<file path="config.mk">
export PLATFORM = sky130hd
export DESIGN_NAME = key_uart_sender
export DESIGN_NICKNAME = d
export VERILOG_FILES = /design/src/rtl/key_uart_sender.sv
export SDC_FILE = /design/constraint.sdc
export NUM_CORES = 1
export LEC_CHECK = 0
export ABC_AREA = 1
export CAP_MARGIN = 40
export CORE_MARGIN = 5
export CORE_UTILIZATION = 57
export DETAILED_ROUTE_END_ITERATION = 6
export PLACE_DENSITY_LB_ADDON = 0.15
export SLEW_MARGIN = 20
export SYNTH_ARGS = -nofsm -noshare
export SYNTH_HDL_FRONTEND = slang
export SYNTH_SLANG_ARGS = --single-unit
</file>
<file path="constraint.sdc">
create_clock -name clk -period 2.3 [get_ports clk]
set_clock_uncertainty 0.05 [all_clocks]
set_input_delay 0.345 -clock clk [delete_from_list [all_inputs] [get_ports clk]]
set_output_delay 0.345 -clock clk [all_outputs]
set_load 0.01 [all_outputs]
</file>
<file path="src/rtl/key_uart_sender.sv">
`default_nettype none
// +----------------------------------------------------------------------------+
// | key_uart_sender: merges PS/2 scancodes and switch bytes into one FIFO and  |
// | drains it to a UART transmitter with an optional break-code filter.        |
// | Revision: 1.0                                                               |
// +----------------------------------------------------------------------------+
module key_uart_sender #(
  parameter int DATA_W       = 8,
  parameter int DEPTH        = 8,
  parameter int FILTER_BREAK = 1,
  parameter int BUSY_TIMEOUT = 16
) (
  input  logic                       clk,
  input  logic                       rst_n,
  input  logic [DATA_W-1:0]          code_in,
  input  logic                       code_valid,
  input  logic [DATA_W-1:0]          sw_data,
  input  logic                       sw_send,
  input  logic                       clr_ovf,
  input  logic                       tx_busy,
  output logic [DATA_W-1:0]          tx_data,
  output logic                       tx_start,
  output logic [DATA_W-1:0]          last_key,
  output logic [$clog2(DEPTH):0]     fifo_count,
  output logic                       overflow
);

  localparam int AW = $clog2(DEPTH);
  localparam int CW = AW + 1;
  localparam int TW = $clog2(BUSY_TIMEOUT + 1);
  localparam logic [CW-1:0]     DEPTH_C    = CW'(DEPTH);
  localparam logic [TW-1:0]     TO_LAST    = TW'(BUSY_TIMEOUT - 1);
  localparam logic [DATA_W-1:0] BREAK_CODE = DATA_W'(8'hF0);
  localparam bit                FILTER_EN  = (FILTER_BREAK != 0);

  typedef enum logic [1:0] {
    S_IDLE    = 2'd0,
    S_START   = 2'd1,
    S_WAIT_HI = 2'd2,
    S_WAIT_LO = 2'd3
  } state_t;

  state_t              state_q, state_d;
  logic [AW-1:0]       wr_ptr_q, wr_ptr_d;
  logic [AW-1:0]       rd_ptr_q, rd_ptr_d;
  logic [CW-1:0]       count_q, count_d;
  logic                skip_q, skip_d;
  logic                pend_q, pend_d;
  logic [DATA_W-1:0]   pend_data_q, pend_data_d;
  logic                ovf_q, ovf_d;
  logic [DATA_W-1:0]   last_key_q, last_key_d;
  logic [DATA_W-1:0]   tx_data_q, tx_data_d;
  logic [TW-1:0]       timer_q, timer_d;
  logic [DATA_W-1:0]   mem_q [DEPTH];

  logic                kb_req;
  logic                sw_req;
  logic [DATA_W-1:0]   sw_byte;
  logic                wr_req;
  logic [DATA_W-1:0]   wr_byte;
  logic                wr_ok;
  logic                pop;

  always_comb begin
    kb_req  = code_valid && !(FILTER_EN && (skip_q || code_in == BREAK_CODE));
    skip_d  = skip_q;
    if (FILTER_EN && code_valid) begin
      skip_d = !skip_q && (code_in == BREAK_CODE);
    end

    // A fresh switch strobe supersedes a byte still waiting for a free slot.
    sw_req  = sw_send || pend_q;
    sw_byte = sw_send ? sw_data : pend_data_q;

    pop     = (state_q == S_IDLE) && (count_q != '0) && !tx_busy;
    wr_req  = kb_req || sw_req;
    wr_byte = kb_req ? code_in : sw_byte;
    wr_ok   = wr_req && ((count_q != DEPTH_C) || pop);

    pend_d      = pend_q;
    pend_data_d = pend_data_q;
    if (kb_req) begin
      if (sw_req) begin
        pend_d      = 1'b1;
        pend_data_d = sw_byte;
      end
    end else if (sw_req) begin
      pend_d = 1'b0;
    end

    ovf_d = ovf_q;
    if (wr_req && !wr_ok) begin
      ovf_d = 1'b1;
    end else if (clr_ovf) begin
      ovf_d = 1'b0;
    end

    last_key_d = (kb_req && wr_ok) ? code_in : last_key_q;
    wr_ptr_d   = wr_ok ? wr_ptr_q + AW'(1) : wr_ptr_q;
    rd_ptr_d   = pop   ? rd_ptr_q + AW'(1) : rd_ptr_q;

    unique case ({wr_ok, pop})
      2'b10:   count_d = count_q + CW'(1);
      2'b01:   count_d = count_q - CW'(1);
      default: count_d = count_q;
    endcase
  end

  always_comb begin
    state_d   = state_q;
    tx_data_d = tx_data_q;
    timer_d   = timer_q;
    unique case (state_q)
      S_IDLE: begin
        if (pop) begin
          tx_data_d = mem_q[rd_ptr_q];
          state_d   = S_START;
        end
      end
      S_START: begin
        timer_d = '0;
        state_d = S_WAIT_HI;
      end
      S_WAIT_HI: begin
        // A uart that never acknowledges must not stall the queue forever.
        if (tx_busy) begin
          state_d = S_WAIT_LO;
        end else if (timer_q == TO_LAST) begin
          state_d = S_IDLE;
        end else begin
          timer_d = timer_q + TW'(1);
        end
      end
      S_WAIT_LO: begin
        if (!tx_busy) begin
          state_d = S_IDLE;
        end
      end
      default: state_d = S_IDLE;
    endcase
  end

  always_ff @(posedge clk or negedge rst_n) begin
    if (!rst_n) begin
      state_q     <= S_IDLE;
      wr_ptr_q    <= '0;
      rd_ptr_q    <= '0;
      count_q     <= '0;
      skip_q      <= 1'b0;
      pend_q      <= 1'b0;
      pend_data_q <= '0;
      ovf_q       <= 1'b0;
      last_key_q  <= '0;
      tx_data_q   <= '0;
      timer_q     <= '0;
    end else begin
      state_q     <= state_d;
      wr_ptr_q    <= wr_ptr_d;
      rd_ptr_q    <= rd_ptr_d;
      count_q     <= count_d;
      skip_q      <= skip_d;
      pend_q      <= pend_d;
      pend_data_q <= pend_data_d;
      ovf_q       <= ovf_d;
      last_key_q  <= last_key_d;
      tx_data_q   <= tx_data_d;
      timer_q     <= timer_d;
    end
  end

  always_ff @(posedge clk) begin
    if (wr_ok) begin
      mem_q[wr_ptr_q] <= wr_byte;
    end
  end

  assign tx_data    = tx_data_q;
  assign tx_start   = (state_q == S_START);
  assign last_key   = last_key_q;
  assign fifo_count = count_q;
  assign overflow   = ovf_q;

endmodule
`default_nettype wire
</file>
# Word-level counts from Yosys, hierarchy flattened
# Memories as Yosys holds them, arrays and structs flattened. A register that Yosys moved wholly into a read port is not among the register bits.
# Cells that the tools add are included.
# W data, S select, Z words.
[totals]
inputBits = 22
out_inout_bits = 22
mem_bits_rw = 64
ff_bits = 36
n_memories = 1
wordCells = 72
[classes]
n_eq_ne = 13
addsub = 5
n_reduce_logical = 25
muxes = 18
[mem_list]
columns = ["memory", "depth", "word_bits", "read_ports", "rd_ports_with_merged_regs", "write_ports", "line", "source"]
rows = [
  ["mem_q", 8, 8, 1, 1, 1, "54", "logic [DATA_W-1:0] mem_q [DEPTH];"],
]
[ops]
columns = ["op", "count"]
rows = [
  ["$mux W8", 2],
  ["$mux W5", 2],
  ["$pmux W5 S2", 1],
  ["$eq A8 B8 Y1 const B", 1],
  ["$mux W2", 4],
  ["$ne A2 B2 Y1 const B", 4],
  ["$pmux W2 S4", 1],
  ["$pmux W4 S2", 1],
  ["$logic_and A1 B1 Y1", 7],
  ["$mux W1", 7],
  ["$add A3 B1 Y3 const B", 2],
  ["$eq A2 B2 Y1 const B", 3],
  ["$reduce_and A3 Y1", 2],
  ["$reduce_bool A2 Y1", 3],
  ["$add A5 B1 Y5 const B", 1],
  ["$eq A5 B4 Y1 const B", 1],
  ["$logic_not A1 Y1", 5],
  ["$add A4 B1 Y4 const B", 1],
  ["$eq A2 B1 Y1 const B", 2],
  ["$logic_or A1 B1 Y1", 4],
  ["$ne A4 B4 Y1 const B", 1],
  ["$reduce_and A2 Y1", 2],
  ["$reduce_bool A4 Y1", 1],
  ["$sub A4 B1 Y4 const B", 1],
  ["2 further kinds", 2],
]

# Logic depth before layout (Yosys ltp)
[depth]
word_depth = 9
mapped_depth = 16
depth_no_buf = 16

# Worst setup path before layout
# Ideal clock, no wire load.
[synth_path]
path_kind = "register to register"
startpoint = "register count_q[1], in the netlist fifo_count[1]"
endpoint = "register count_q[3], in the netlist fifo_count[3]"
required_time_ns = 2.137
n_path_buf = 0
stages_incl_launch_ff = 16
setup_time_ns = 0.113
arrival_time_ns = 1.843
slack_ns = 0.294
synth_period_minus_slack_ns = 2.006
path_cell_list = "dfrtp_1 -> inv_2 -> nand2_2 -> o21ai_4 -> inv_2 -> nand3_4 -> inv_1 -> ha_1 -> a21oi_1 -> nand2_1 -> nand3_1 -> nand2_1 -> nand2_1 -> nand2_1 -> nand2_1 -> inv_1"
[synth_between]
elab_chain_len = 7
word_cells_on_any_way = 12
cone_classes = "2 x add/sub; 3 x eq/ne; 1 x mux; 6 x reduce/logical"
[synth_rtl]
columns = ["item", "line", "source"]
rows = [
  ["from (decl)", "46", "logic [CW-1:0] count_q, count_d;"],
  ["from (signal assigned)", "160", "count_q <= count_d;"],
  ["$reduce_bool A4 Y1", "75", "pop = (state_q == S_IDLE) && (count_q != '0) && !tx_busy;"],
  ["$logic_and A1 B1 Y1 (2 in a row)", "75", ""],
  ["$logic_or A1 B1 Y1", "78", "wr_ok = wr_req && ((count_q != DEPTH_C) || pop);"],
  ["$logic_and A1 B1 Y1", "78", ""],
  ["$eq A2 B1 Y1 / $eq A2 B2 Y1 (equally long branches)", "102", "unique case ({wr_ok, pop})"],
  ["$pmux W4 S2 / $reduce_bool A2 Y1 (equally long branches)", "n/a", ""],
]
# Several ways; a longest one is shown, not always the timed one.
# A chain may end at the register's enable or synchronous reset.

# Final worst setup path
# Ends and elaborated chain as after synthesis.

==> flow_summary.json <==
{
  "period_minus_slack_ns": 2.11,
  "netlist.top_cell.by_area": "edfxtp_1",
  "status": "complete, no violations",
  "ant_nets": 0,
  "p_int_mw": 4.14,
  "drt_wl_total_um": 9090,
  "synth-edff-count": 64,
  "cts_tree": "built",
  "leakagePower_nw": 2.33,
  "io_pins": 44,
  "nNetsFinal": 542,
  "power.total_mw": 6.45,
  "postLayoutSetupSlackWorst_ns": 0.189,
  "ys_seq_area_frac": 0.637,
  "grt_max_degree": 34,
  "reg2reg_setup_slack_ns": 0.19,
  "cap_violations": 0,
  "critPathRequiredTime_ns": 2.52,
  "place_area_sq_um": 5460,
  "coreArea_sq_um": 8180,
  "ctsLongestPathBuffers": 2,
  "r2r_cells": 16,
  "final_common_cell": "nand2_1",
  "utilization": 0.693,
  "cp_max_fo": 3,
  "die_area_sq_um": 10200,
  "post-cts-setup-buffers": 0,
  "worstMarginPinSlew_ns": 0.710,
  "place_ws_ns": -0.113,
  "die_w_um": 101,
  "first_pass_iters": 4,
  "antenna_found_initial": 0,
  "path_clk_slew_ns": 0.10,
  "drcViolationCount": 0,
  "pwr-share-clk": 0.174,
  "timing.rr.start": "fifo_count[1]",
  "ys_types": 37,
  "dp.cells": 606,
  "first_global_vias": 3328,
  "clk_latency_ns": 0.36,
  "ir_drop_mv": 0.583,
  "yosys_warnings": 0,
  "grt_pass1_wl_um": 15600,
  "syn_area_sq_um": 4740,
  "via_per_inst": 5.25,
  "layout_common_cells": "91 x nand2_1, 64 x edfxtp_1, 45 x o21ai_0",
  "critical_path_class": "register to register",
  "avgSynthCellArea_sq_um": 10.8,
  "min_to": "tx_data[3]",
  "drive_gt1_frac": 0.166,
  "clkSinkCount": 108,
  "grtUsageTotal": 0.195,
  "power_density_nw_per_um2": 1140,
  "fp.dieH_um": 101,
  "diodes": 0,
  "areaGrowthSynthToFinish_pct": 19.4,
  "place_hpwl_um": 6640,
  "nFillCells": 605,
  "syn_inst": 439,
  "ys_async_sr_fraction": 0.407,
  "hold_class": "register to register",
  "holdPathStages": 2,
  "setup_violations": 0,
  "clock.fmax_ghz": 0.474,
  "grt-ovfl-total": 0,
  "seq_power_share": 0.457,
  "synth.area.top_cells": "edfxtp_1 41%, dfrtp_1 23%, nand2_1 7.2%",
  "gp_congestion": 0.848,
  "critPathLaunchType": "register",
  "stdcell_count": 623,
  "synth_top_area_frac": 0.405,
  "p_switching_mw": 2.32,
  "maxSlewHeadroom": 0.525,
  "regToRegEndpoint": "fifo_count[3]",
  "synth_ff_type": "edfxtp_1",
  "drtIter0Drc": 158,
  "synth_seq_cells": 108,
  "num_rows": 33,
  "vias": 3271,
  "post_drt_wl_per_cell_um": 14.6,
  "end_kind": "register",
  "drv_slew": 0,
  "syn_nets": 468,
  "hp-start": "tx_data[3]",
  "htreeDepth": 3,
  "comb_power_share": 0.369,
  "min_period_over_period": 0.918,
  "rsz0062_at_grt": "false",
  "switching_share": 0.359,
  "hold_viol_final": 0,
  "cp.arrival_ns": 2.33,
  "cts_root_buffer": "clkbuf_8",
  "portBuffers": 43,
  "design_area_sq_um": 5660,
  "cts_inserted_buffers": 9,
  "initial_core_util": 0.580
}
## registers in the layout, indices dropped and copies added, names as in the netlist
signal       count
overflow         1
last_key         8
rd_ptr_q         3
pend_q           1
timer_q          5
pend_data_q      8
fifo_count       4
tx_data          8
mem_q           64
state_q          2
skip_q           1
wr_ptr_q         3
## critical path: stages, from the launching register on
cell and delay, ns:
dfrtp_1 0.43, inv_2 0.11, nand2_2 0.10, o21ai_4 0.20, buf_4 0.15, inv_2 0.04
nand3_4 0.05, inv_1 0.05, ha_1 0.31, a21oi_1 0.13, nand2_1 0.08, nand3_1 0.08
nand2_1 0.06, nand2_1 0.06, nand2_1 0.05, nand2_1 0.05, inv_1 0.03
## per-layer routing
metal,part of all wire,vias to the layer above,global-route usage
met5,0,-,0
met4,0.016,0,0.0685
met3,0.048,15,0.0413
met2,0.47,94,0.317
met1,0.46,1518,0.262
li1,-,1644,-
## Yosys cell counts (4+ instances only)
| cell | n |
|---|---|
| o21ai_0 | 45 |
| buf_2 | 10 |
| inv_1 | 27 |
| clkbuf_1 | 4 |
| o221ai_1 | 8 |
| nand3_1 | 6 |
| nand2_2 | 6 |
| inv_2 | 12 |
| dfrtp_1 | 44 |
| o211ai_1 | 8 |
| edfxtp_1 | 64 |
| nor2_1 | 43 |
| nor2_2 | 4 |
| o21ai_1 | 15 |
| nand2_1 | 91 |
| nor3_1 | 4 |
| o21a_1 | 4 |
| o22ai_1 | 10 |
| ha_1 | 6 |
## worst max path at each step
| stage | start | endpoint | slack [ns] | cells past startpoint |
|---|---|---|---|---|
| floorplan | fifo_count[1] | fifo_count[3] | 0.29 | 15 |
| global placement | code_in[1] | fifo_count[3] | -0.06 | 18 |
| detailed placement | code_in[1] | fifo_count[3] | -0.11 | 18 |
| CTS | fifo_count[1] | fifo_count[3] | 0.18 | 16 |
| global route | fifo_count[1] | fifo_count[3] | 0.01 | 16 |
| finish | fifo_count[1] | fifo_count[3] | 0.19 | 16 |
## kinds of logic (layout without fill, tap and decap cells)
| group | count (synthesis) | in the layout | share of synthesized area |
|---|---|---|---|
| AND/OR/NAND/NOR | 164 | 164 | 0.155 |
| flip-flops | 108 | 108 | 0.637 |
| AO/OA/AOI/OAI | 98 | 98 | 0.124 |
| buffers and inverters | 57 | 136 | 0.0546 |
| adder cells (fa/ha/maj) | 7 | 7 | 0.0200 |
| XOR/XNOR | 4 | 4 | 0.00739 |
| multiplexers | 1 | 1 | 0.00211 |
## metrics by stage
step	TNS (ns)	hold slack, ns
after CTS	0	0.440
after detailed placement	-2.34	0.359
after floorplan	0	-0.000591
after global placement	-0.814	0.352
final	0	0.433
after global routing	0	0.479
## power groups by stage
| stage | Sequential [mW] | Clock, mW | Combinational (mW) |
|---|---|---|---|
| floorplan | 2.97 | 0 | 1.50 |
| global placement | 2.97 | 0 | 2.33 |
| detailed placement | 2.99 | 0 | 2.41 |
| CTS | 2.95 | 1.15 | 2.41 |
| global route | 3.01 | 1.24 | 2.67 |
| finish | 2.95 | 1.12 | 2.38 |
## final cells by class
type / count / area (sq um) / share of cell area
Clock inverter: 6 / 63.8 / 0.0113
Inverter: 40 / 151 / 0.0267
Sequential cell: 108 / 3020 / 0.534
Tap cell: 105 / 131 / 0.0232
Multi-Input combinational cell: 274 / 1460 / 0.258
Clock buffer: 10 / 128 / 0.0225
Timing Repair Buffer: 80 / 706 / 0.125
## repair_timing
item,CTS,global route
hold buffers,1,0
hold endpoints to repair,25,0
gates resized for setup,0,0
Note: power is estimated with default switching activity, not from simulation.
